### src/rtl/cordic_vector_pipe_if.sv
// cordic_vector_pipe_if: sample-in / result-out bundle for cordic_vector_pipe.
// master drives samples, slave (the core) returns magnitude, phase and tag.
interface cordic_vector_pipe_if #(
    parameter int WIDTH = 16,
    parameter int TAG_W = 4
);
    logic                    nd;
    logic signed [WIDTH-1:0] x_in;
    logic signed [WIDTH-1:0] y_in;
    logic [TAG_W-1:0]        tag_in;
    logic                    rdy;
    logic signed [WIDTH+1:0] mag_out;
    logic signed [WIDTH-1:0] phase_out;
    logic [TAG_W-1:0]        tag_out;

    modport master (
        output nd, x_in, y_in, tag_in,
        input  rdy, mag_out, phase_out, tag_out
    );

    modport slave (
        input  nd, x_in, y_in, tag_in,
        output rdy, mag_out, phase_out, tag_out
    );
endinterface

### src/rtl/cordic_vector_pipe.sv
// cordic_vector_pipe: pipelined vectoring CORDIC, (x,y) -> (mag, phase, tag).
// Define GAIN_COMP_EN to add a 1/K magnitude scaling stage (+1 latency).
module cordic_vector_pipe #(
    parameter int WIDTH = 16,
    parameter int ITER  = 13,
    parameter int TAG_W = 4
) (
    input logic                 clk,
    input logic                 sclr_n,
    cordic_vector_pipe_if.slave bus
);

    localparam int XW = WIDTH + 2;
    localparam int ZW = WIDTH + 1;

    typedef logic signed [XW-1:0] xw_t;
    typedef logic signed [ZW-1:0] zw_t;

    function automatic logic [31:0] atan_q30(input int i);
        case (i)
            0: atan_q30 = 32'd843314857;
            1: atan_q30 = 32'd497837829;
            2: atan_q30 = 32'd263043837;
            3: atan_q30 = 32'd133525159;
            4: atan_q30 = 32'd67021687;
            5: atan_q30 = 32'd33543516;
            6: atan_q30 = 32'd16775851;
            7: atan_q30 = 32'd8388437;
            8: atan_q30 = 32'd4194283;
            9: atan_q30 = 32'd2097149;
            default:
                atan_q30 = (i < 31) ? (32'd1 << (30 - i)) : 32'd0;
        endcase
    endfunction

    function automatic zw_t to_q(input logic [31:0] a);
        logic [63:0] t;
        t = ({32'd0, a} + (64'd1 << (32 - WIDTH))) >> (33 - WIDTH);
        return t[ZW-1:0];
    endfunction

    localparam zw_t HALF_PI = to_q(32'd1686629713);

    xw_t              x_q [0:ITER];
    xw_t              x_d [0:ITER];
    xw_t              y_q [0:ITER];
    xw_t              y_d [0:ITER];
    zw_t              z_q [0:ITER];
    zw_t              z_d [0:ITER];
    logic [TAG_W-1:0] t_q [0:ITER];
    logic [TAG_W-1:0] t_d [0:ITER];
    logic             v_q [0:ITER];

    xw_t  xs, ys, dx, dy;
    logic inc;

    always_comb begin
        xs = {{2{bus.x_in[WIDTH-1]}}, bus.x_in};
        ys = {{2{bus.y_in[WIDTH-1]}}, bus.y_in};
        x_d[0] = x_q[0];
        y_d[0] = y_q[0];
        z_d[0] = z_q[0];
        t_d[0] = t_q[0];
        if (bus.nd) begin
            t_d[0] = bus.tag_in;
            unique case (1'b1)
                xs[XW-1] && !ys[XW-1]: begin
                    x_d[0] = ys;
                    y_d[0] = -xs;
                    z_d[0] = HALF_PI;
                end
                xs[XW-1] && ys[XW-1]: begin
                    x_d[0] = -ys;
                    y_d[0] = xs;
                    z_d[0] = -HALF_PI;
                end
                default: begin
                    x_d[0] = xs;
                    y_d[0] = ys;
                    z_d[0] = '0;
                end
            endcase
        end
        dx  = '0;
        dy  = '0;
        inc = 1'b0;
        for (int i = 0; i < ITER; i++) begin
            // y==0 steers z toward 0 so a zero vector ends near phase 0
            inc = !y_q[i][XW-1] &&
                  ((y_q[i] != '0) || z_q[i][ZW-1] || (z_q[i] == '0));
            dx  = y_q[i] >>> i;
            dy  = x_q[i] >>> i;
            if (inc) begin
                x_d[i+1] = x_q[i] + dx;
                y_d[i+1] = y_q[i] - dy;
                z_d[i+1] = z_q[i] + to_q(atan_q30(i));
            end else begin
                x_d[i+1] = x_q[i] - dx;
                y_d[i+1] = y_q[i] + dy;
                z_d[i+1] = z_q[i] - to_q(atan_q30(i));
            end
            t_d[i+1] = t_q[i];
        end
    end

    always_ff @(posedge clk or negedge sclr_n) begin
        if (!sclr_n) begin
            for (int i = 0; i <= ITER; i++) begin
                x_q[i] <= '0;
                y_q[i] <= '0;
                z_q[i] <= '0;
                t_q[i] <= '0;
                v_q[i] <= 1'b0;
            end
        end else begin
            for (int i = 0; i <= ITER; i++) begin
                x_q[i] <= x_d[i];
                y_q[i] <= y_d[i];
                z_q[i] <= z_d[i];
                t_q[i] <= t_d[i];
            end
            v_q[0] <= bus.nd;
            for (int i = 1; i <= ITER; i++) begin
                v_q[i] <= v_q[i-1];
            end
        end
    end

    logic [XW-1:0]    src_mag;
    zw_t              src_z;
    logic [TAG_W-1:0] src_t;
    logic             src_v;
    logic             unused_ok;

`ifdef GAIN_COMP_EN
    localparam logic [63:0] KINV =
        ((64'd607253 << WIDTH) + 64'd500000) / 64'd1000000;
    localparam logic [XW-1:0]   KC  = KINV[XW-1:0];
    localparam logic [2*XW-1:0] RND = {{(2*XW-1){1'b0}}, 1'b1} << (WIDTH - 1);

    logic [2*XW-1:0]  prod;
    logic [WIDTH:0]   mc_q;
    zw_t              zc_q;
    logic [TAG_W-1:0] tc_q;
    logic             vc_q;

    // final x is never negative, so an unsigned multiply is exact
    assign prod = {{XW{1'b0}}, x_q[ITER]} * {{XW{1'b0}}, KC} + RND;

    always_ff @(posedge clk or negedge sclr_n) begin
        if (!sclr_n) begin
            mc_q <= '0;
            zc_q <= '0;
            tc_q <= '0;
            vc_q <= 1'b0;
        end else begin
            mc_q <= prod[WIDTH +: WIDTH+1];
            zc_q <= z_q[ITER];
            tc_q <= t_q[ITER];
            vc_q <= v_q[ITER];
        end
    end

    assign src_mag   = {1'b0, mc_q};
    assign src_z     = zc_q;
    assign src_t     = tc_q;
    assign src_v     = vc_q;
    assign unused_ok = ^{src_z[WIDTH], prod[2*XW-1:2*WIDTH+1], prod[WIDTH-1:0]};
`else
    assign src_mag   = x_q[ITER];
    assign src_z     = z_q[ITER];
    assign src_t     = t_q[ITER];
    assign src_v     = v_q[ITER];
    assign unused_ok = src_z[WIDTH];
`endif

    logic             rdy_q;
    logic [XW-1:0]    mag_q;
    logic [WIDTH-1:0] ph_q;
    logic [TAG_W-1:0] tg_q;

    always_ff @(posedge clk or negedge sclr_n) begin
        if (!sclr_n) begin
            rdy_q <= 1'b0;
            mag_q <= '0;
            ph_q  <= '0;
            tg_q  <= '0;
        end else begin
            rdy_q <= src_v;
            mag_q <= src_mag;
            ph_q  <= src_z[WIDTH-1:0];
            tg_q  <= src_t;
        end
    end

    assign bus.rdy       = rdy_q;
    assign bus.mag_out   = mag_q;
    assign bus.phase_out = ph_q;
    assign bus.tag_out   = tg_q;

endmodule

### src/flat_wrapper.sv
// flat-port wrapper written by rule: the top's interface ports become plain ports
module cordic_vector_pipe_flat 
#(
    parameter int WIDTH = 16,
    parameter int ITER  = 13,
    parameter int TAG_W = 4
)
  (clk, sclr_n, bus_nd, bus_x_in, bus_y_in, bus_tag_in, bus_rdy, bus_mag_out, bus_phase_out, bus_tag_out);
  cordic_vector_pipe_if #(.WIDTH(WIDTH), .TAG_W(TAG_W)) bus_i ();
  input logic clk;
  input logic sclr_n;
  input wire logic [$bits(bus_i.nd)-1:0] bus_nd;
  input wire logic [$bits(bus_i.x_in)-1:0] bus_x_in;
  input wire logic [$bits(bus_i.y_in)-1:0] bus_y_in;
  input wire logic [$bits(bus_i.tag_in)-1:0] bus_tag_in;
  output wire logic [$bits(bus_i.rdy)-1:0] bus_rdy;
  output wire logic [$bits(bus_i.mag_out)-1:0] bus_mag_out;
  output wire logic [$bits(bus_i.phase_out)-1:0] bus_phase_out;
  output wire logic [$bits(bus_i.tag_out)-1:0] bus_tag_out;
  assign bus_i.nd = bus_nd;
  assign bus_i.x_in = bus_x_in;
  assign bus_i.y_in = bus_y_in;
  assign bus_i.tag_in = bus_tag_in;
  assign bus_rdy = bus_i.rdy;
  assign bus_mag_out = bus_i.mag_out;
  assign bus_phase_out = bus_i.phase_out;
  assign bus_tag_out = bus_i.tag_out;
  cordic_vector_pipe #(.WIDTH(WIDTH), .ITER(ITER), .TAG_W(TAG_W)) u_core (.clk(clk), .sclr_n(sclr_n), .bus(bus_i));
endmodule
### config.mk
export PLATFORM = sky130hd
export DESIGN_NAME = cordic_vector_pipe_flat
export DESIGN_NICKNAME = d
export VERILOG_FILES = /design/src/rtl/cordic_vector_pipe_if.sv /design/src/rtl/cordic_vector_pipe.sv /design/src/flat_wrapper.sv
export SDC_FILE = /design/constraint.sdc
export NUM_CORES = 2
export LEC_CHECK = 0
export ABC_AREA = 1
export ABC_CLOCK_PERIOD_IN_PS = 4100
export BUFFER_PORTS_ARGS = -buffer_cell sky130_fd_sc_hd__buf_2
export CELL_PAD_IN_SITES_DETAIL_PLACEMENT = 1
export CELL_PAD_IN_SITES_GLOBAL_PLACEMENT = 1
export CORE_UTILIZATION = 49
export CTS_CLUSTER_DIAMETER = 120
export CTS_CLUSTER_SIZE = 28
export DETAILED_ROUTE_END_ITERATION = 6
export GPL_TIMING_DRIVEN = 0
export PLACE_DENSITY_LB_ADDON = 0.12
export SKIP_CTS_REPAIR_TIMING = 1
export SLEW_MARGIN = 30
export SYNTH_ARGS = -nofsm -noshare
export SYNTH_HDL_FRONTEND = slang
export SYNTH_SLANG_ARGS = --single-unit
### constraint.sdc
create_clock -name clk -period 4.1 [get_ports clk]
set_input_delay 0.205 -clock clk [delete_from_list [all_inputs] [get_ports clk]]
set_output_delay 0.205 -clock clk [all_outputs]
set_load 0.01 [all_outputs]
* Word level (Yosys, flattened, before mapping)
Index checks and enable logic that the tools add are counted.
Operators by class: reduce and logical (&&, ||, !) cells 81, mux-type cells 67, add/subtract/negate cells 103
Operators by type and width (number):
- 32-bit by 17-bit adder with 33-bit output (second input constant) | 26
- 32-bit two-way mux | 26
- 18-bit two-way mux | 25
- 18-bit nonzero test | 13
- 17-bit zero test | 13
- 17-bit adder | 12
- 17-bit two-way mux | 12
- 17-bit subtractor | 12
- 18-bit case mux with 2 select lines | 2
- 18-bit by 10-bit adder with 18-bit output | 2
- 18-bit by 11-bit adder with 18-bit output | 2
- 18-bit by 12-bit adder with 18-bit output | 2
- 18-bit by 13-bit adder with 18-bit output | 2
- 18-bit by 14-bit adder with 18-bit output | 2
- 18-bit by 15-bit adder with 18-bit output | 2
- 18-bit by 16-bit adder with 18-bit output | 2
- 18-bit by 17-bit adder with 18-bit output | 2
- 18-bit by 7-bit adder with 18-bit output | 2
- 18-bit by 8-bit adder with 18-bit output | 2
- 18-bit by 9-bit adder with 18-bit output | 2
- 16-bit negator with 18-bit output | 2
- 18-bit by 10-bit subtractor with 18-bit output | 2
- 18-bit by 11-bit subtractor with 18-bit output | 2
- 18-bit by 12-bit subtractor with 18-bit output | 2
- 19 further kinds | 80
Storage, ports and cells: word-level logic and storage cells 324, input port bits 39, flip-flop bits (word level) 832, output and inout bits 39

* Depth between registers and ports, before layout
depth after elaboration 8, gate-level depth with buffers 23, depth with buffers taken out 22

* Worst setup path after synthesis
No wires, ideal clock.
path type register to register, start register u_core.y_q[98] (netlist bit), end register u_core.x_q[88] (netlist bit), period minus slack after synthesis 3.141 ns, stages on the path, launching flop included 20, setup slack 0.959 ns, setup time 0.116 ns, arrival 3.025 ns, buffers on the path 1, required time 3.983 ns, cells stage by stage dfrtp_1 -> inv_1 -> ha_1 -> inv_1 -> nor3_1 -> nand2_1 -> nor2_2 -> nand3_2 -> nand2_1 -> buf_2 -> nand2_1 -> o21ai_0 -> inv_1 -> fa_1 -> o21ai_0 -> a21oi_1 -> o21ai_1 -> nand3_1 -> nand3_1 -> nand2_1
RTL lines:
- start, declared | line cordic_vector_pipe.sv:46 | xw_t y_q [0:ITER];
- start signal, assigned by index | line cordic_vector_pipe.sv:118 | y_q[i] <= y_d[i];
- end signal, assigned by index | line cordic_vector_pipe.sv:117 | x_q[i] <= x_d[i];
- end, declared | line cordic_vector_pipe.sv:44 | xw_t x_q [0:ITER];

==> flow_summary.yaml <==
die:
  io_pins: 78
  dieArea_sq_um: 124000
  initial_utilization_pct: 49.4
  design.core.area_sq_um: 122000
  die_y_microns: 353
  die_w_microns: 353
  core.rowCount: 128
place:
  numPortBuffers: 76
  place.gp.congestion: 0.928
  post-place-ws_ps: -294
  hpwl_microns: 151000
critical_path:
  cp_max_fo: 17
  timing_worst_setup_path_type: "reg2reg"
  critPathCaptureType: "flop"
  cp-start-kind: "flop"
  critPathRequiredTime_ps: 4630
  critPathArrivalTime_ps: 4480
sta:
  finClkSkew_ps: 43.6
  maxSlewViolCount: 0
  holdWs_ps: -21.1
  fin_crit_ps: 3940
  fmax_mhz: 253
  worst_pin_slew_ps: 782
  period_share_pct: 96.2
  rsz0062_at_grt: "true"
  setup_viol: 0
  max_slew_margin_pct: 47.9
  hold_violations: 6
  worst_slack_ps: 155
clock_network:
  cts_buffers: 38
  tritoncts: "yes"
  clock_path_buffers: 3
  h-tree-depth: 2
  clk_pin_slew_worst_paths_ps: 110
  clkLatencyLatePin_ps: 670
  clockRootBuffer: "clkbuf_16"
  cts_sinks: 813
routing:
  drt_iter0_drc: 3109
  first_pass_iters: 6
  vias: 53384
  via_per_inst: 5.49
  wire_per_inst_microns: 18.9
  wl_microns: 184000
  ant_nets: 0
  drcViolationCount: 0
synth:
  ys_seq_area_share_pct: 33.8
  yosysMostFrequentCell: "nand2_1"
  ys_top_cells_by_area: "dfrtp_1 (34%), ha_1 (13%), nand2_1 (11%)"
  ys_ff_latch: 813
  synthDominantCellAreaShare_pct: 33.8
  ys_warn_count: 0
  syn_inst: 7909
  synth.cell_area_sq_um: 60200
  synth_edf_count: 0
  synth_common_cells: "nand2_1 (1780), inv_1 (968), nor2_1 (862)"
  syn_area_per_cell_sq_um: 7.62
  yosys_most_used_dff: "dfrtp_1"
  yosysUniqueCellTypes: 59
  synthArstFlopShare_pct: 100
  synth_top_area_cell: "dfrtp_1"
grt:
  grt_pass1_wl_microns: 298000
  grt.total_usage_pct: 29.3
  antenna_found_initial: 1
  grt_pass1_vias: 55698
  grt_max_degree: 131
  gr-total-overflow: 0
run:
  drv_cap: 0
status:
  status: "complete, but fails checks"
  violations: "hold timing"
layout:
  num-nets-final: 8799
  fillers: 15406
  drive_gt1_share_pct: 3.43
  area_growth_pct: 7.23
hold_path:
  hold_path_class: "in2reg"
metal layers:
layer | part of all wire (%) | global-route usage [%] | routed length, microns
met1 | 46 | 39.4 | 84600
met4 | 2.4 | 7.29 | 4440
met5 | 0 | 0 | 0
met2 | 49 | 51.1 | 89800
met3 | 3.0 | 2.19 | 5530
worst max-delay path, stage by stage, from the launching register on:
cell and delay [ps]:
dfrtp_1 440, inv_1 180, ha_1 320, nand4_1 150, nor3_1 150, nand3b_1 230
nand2_2 190, buf_4 290, nand2_1 80, o21ai_0 110, inv_1 70, ha_1 370
nand2_1 180, nor2_1 220, nand3b_1 110, nand3_1 250, a21oi_1 130, xnor2_1 330
path summary, 6_finish.rpt:
check,startpoint,cells past startpoint,end,slack (ps)
max reg2reg,u_core.y_q[217],17,u_core.x_q[211],160
max in group asynchronous,sclr_n,5,u_core.x_q[191],1860
min reg2reg,u_core.src_z[13],0,u_core.bus.phase_out[13],350
min,bus_x_in[14],5,u_core.y_q[248],-20
max,u_core.y_q[217],17,u_core.x_q[211],160
min in group asynchronous,sclr_n,2,u_core.bus.mag_out[1],100
metrics by stage:
step                      hold slack [ps]  util, %  instances  cell area, sq um  TNS [ps]
after CTS                            -506     52.6       9697             64100     -3000
after detailed placement              228     51.6       9642             62900     -1230
final                               -21.1     53.0       9731             64600         0
after global placement                331     51.5       9636             62700         -
after floorplan                     -90.6        -       7935             60300         0
after global routing                 22.1     53.0       9729             64600      -243
kinds of logic after synthesis:
| logic type | after synthesis | synth area share, % |
|---|---|---|
| AO/OA/AOI/OAI | 1243 | 11.4 |
| XOR/XNOR | 640 | 9.31 |
| adder cells (fa/ha/maj) | 671 | 14.4 |
| buffers and inverters | 1045 | 6.71 |
| flip-flops | 813 | 33.8 |
| other | 2 | 0.0125 |
| AND/OR/NAND/NOR | 3495 | 24.4 |
cell type report:
type                    count  area (sq um)  area share (%)
multi-input cells        6078         36100            55.9
flip-flops and latches    813         20300            31.5
inverters                 980          3680            5.71
well taps                1625          2030            3.15
clock buffers              41           993            1.54
repair buffers            114           871            1.35
plain buffers              64           389           0.603
clock inverters            14           171           0.265
diodes                      2          5.00         0.00775
flip-flops by register name (all words and copies together) (netlist names):
name	cells
u_core.bus.phase_out	16
u_core.bus.tag_out	4
u_core.src_mag	18
u_core.v_q	13
u_core.bus.mag_out	18
u_core.z_q	203
u_core.bus.rdy	1
u_core.y_q	228
u_core.src_z	16
u_core.dx	6
u_core.src_t	4
u_core.dy	6
u_core.src_v	1
u_core.t_d	52
u_core.x_q	227
cells in the final DEF, fill, tap and decap left out, types with 63 or more instances in the layout:
master       n
ha_1       633
inv_1      968
nor3_1     127
o21ai_0    379
o21bai_1    63
nand3_1    451
a21oi_1    543
nand2_1   1778
dfrtp_1    812
nand4_1     94
nor2_1     860
a21o_1      75
nand3b_1    64
xor2_1     461
buf_2       90
xnor2_1    178
Power is not shown: default switching activity piles up to over one toggle a cycle in this logic, so the estimate is an artifact.
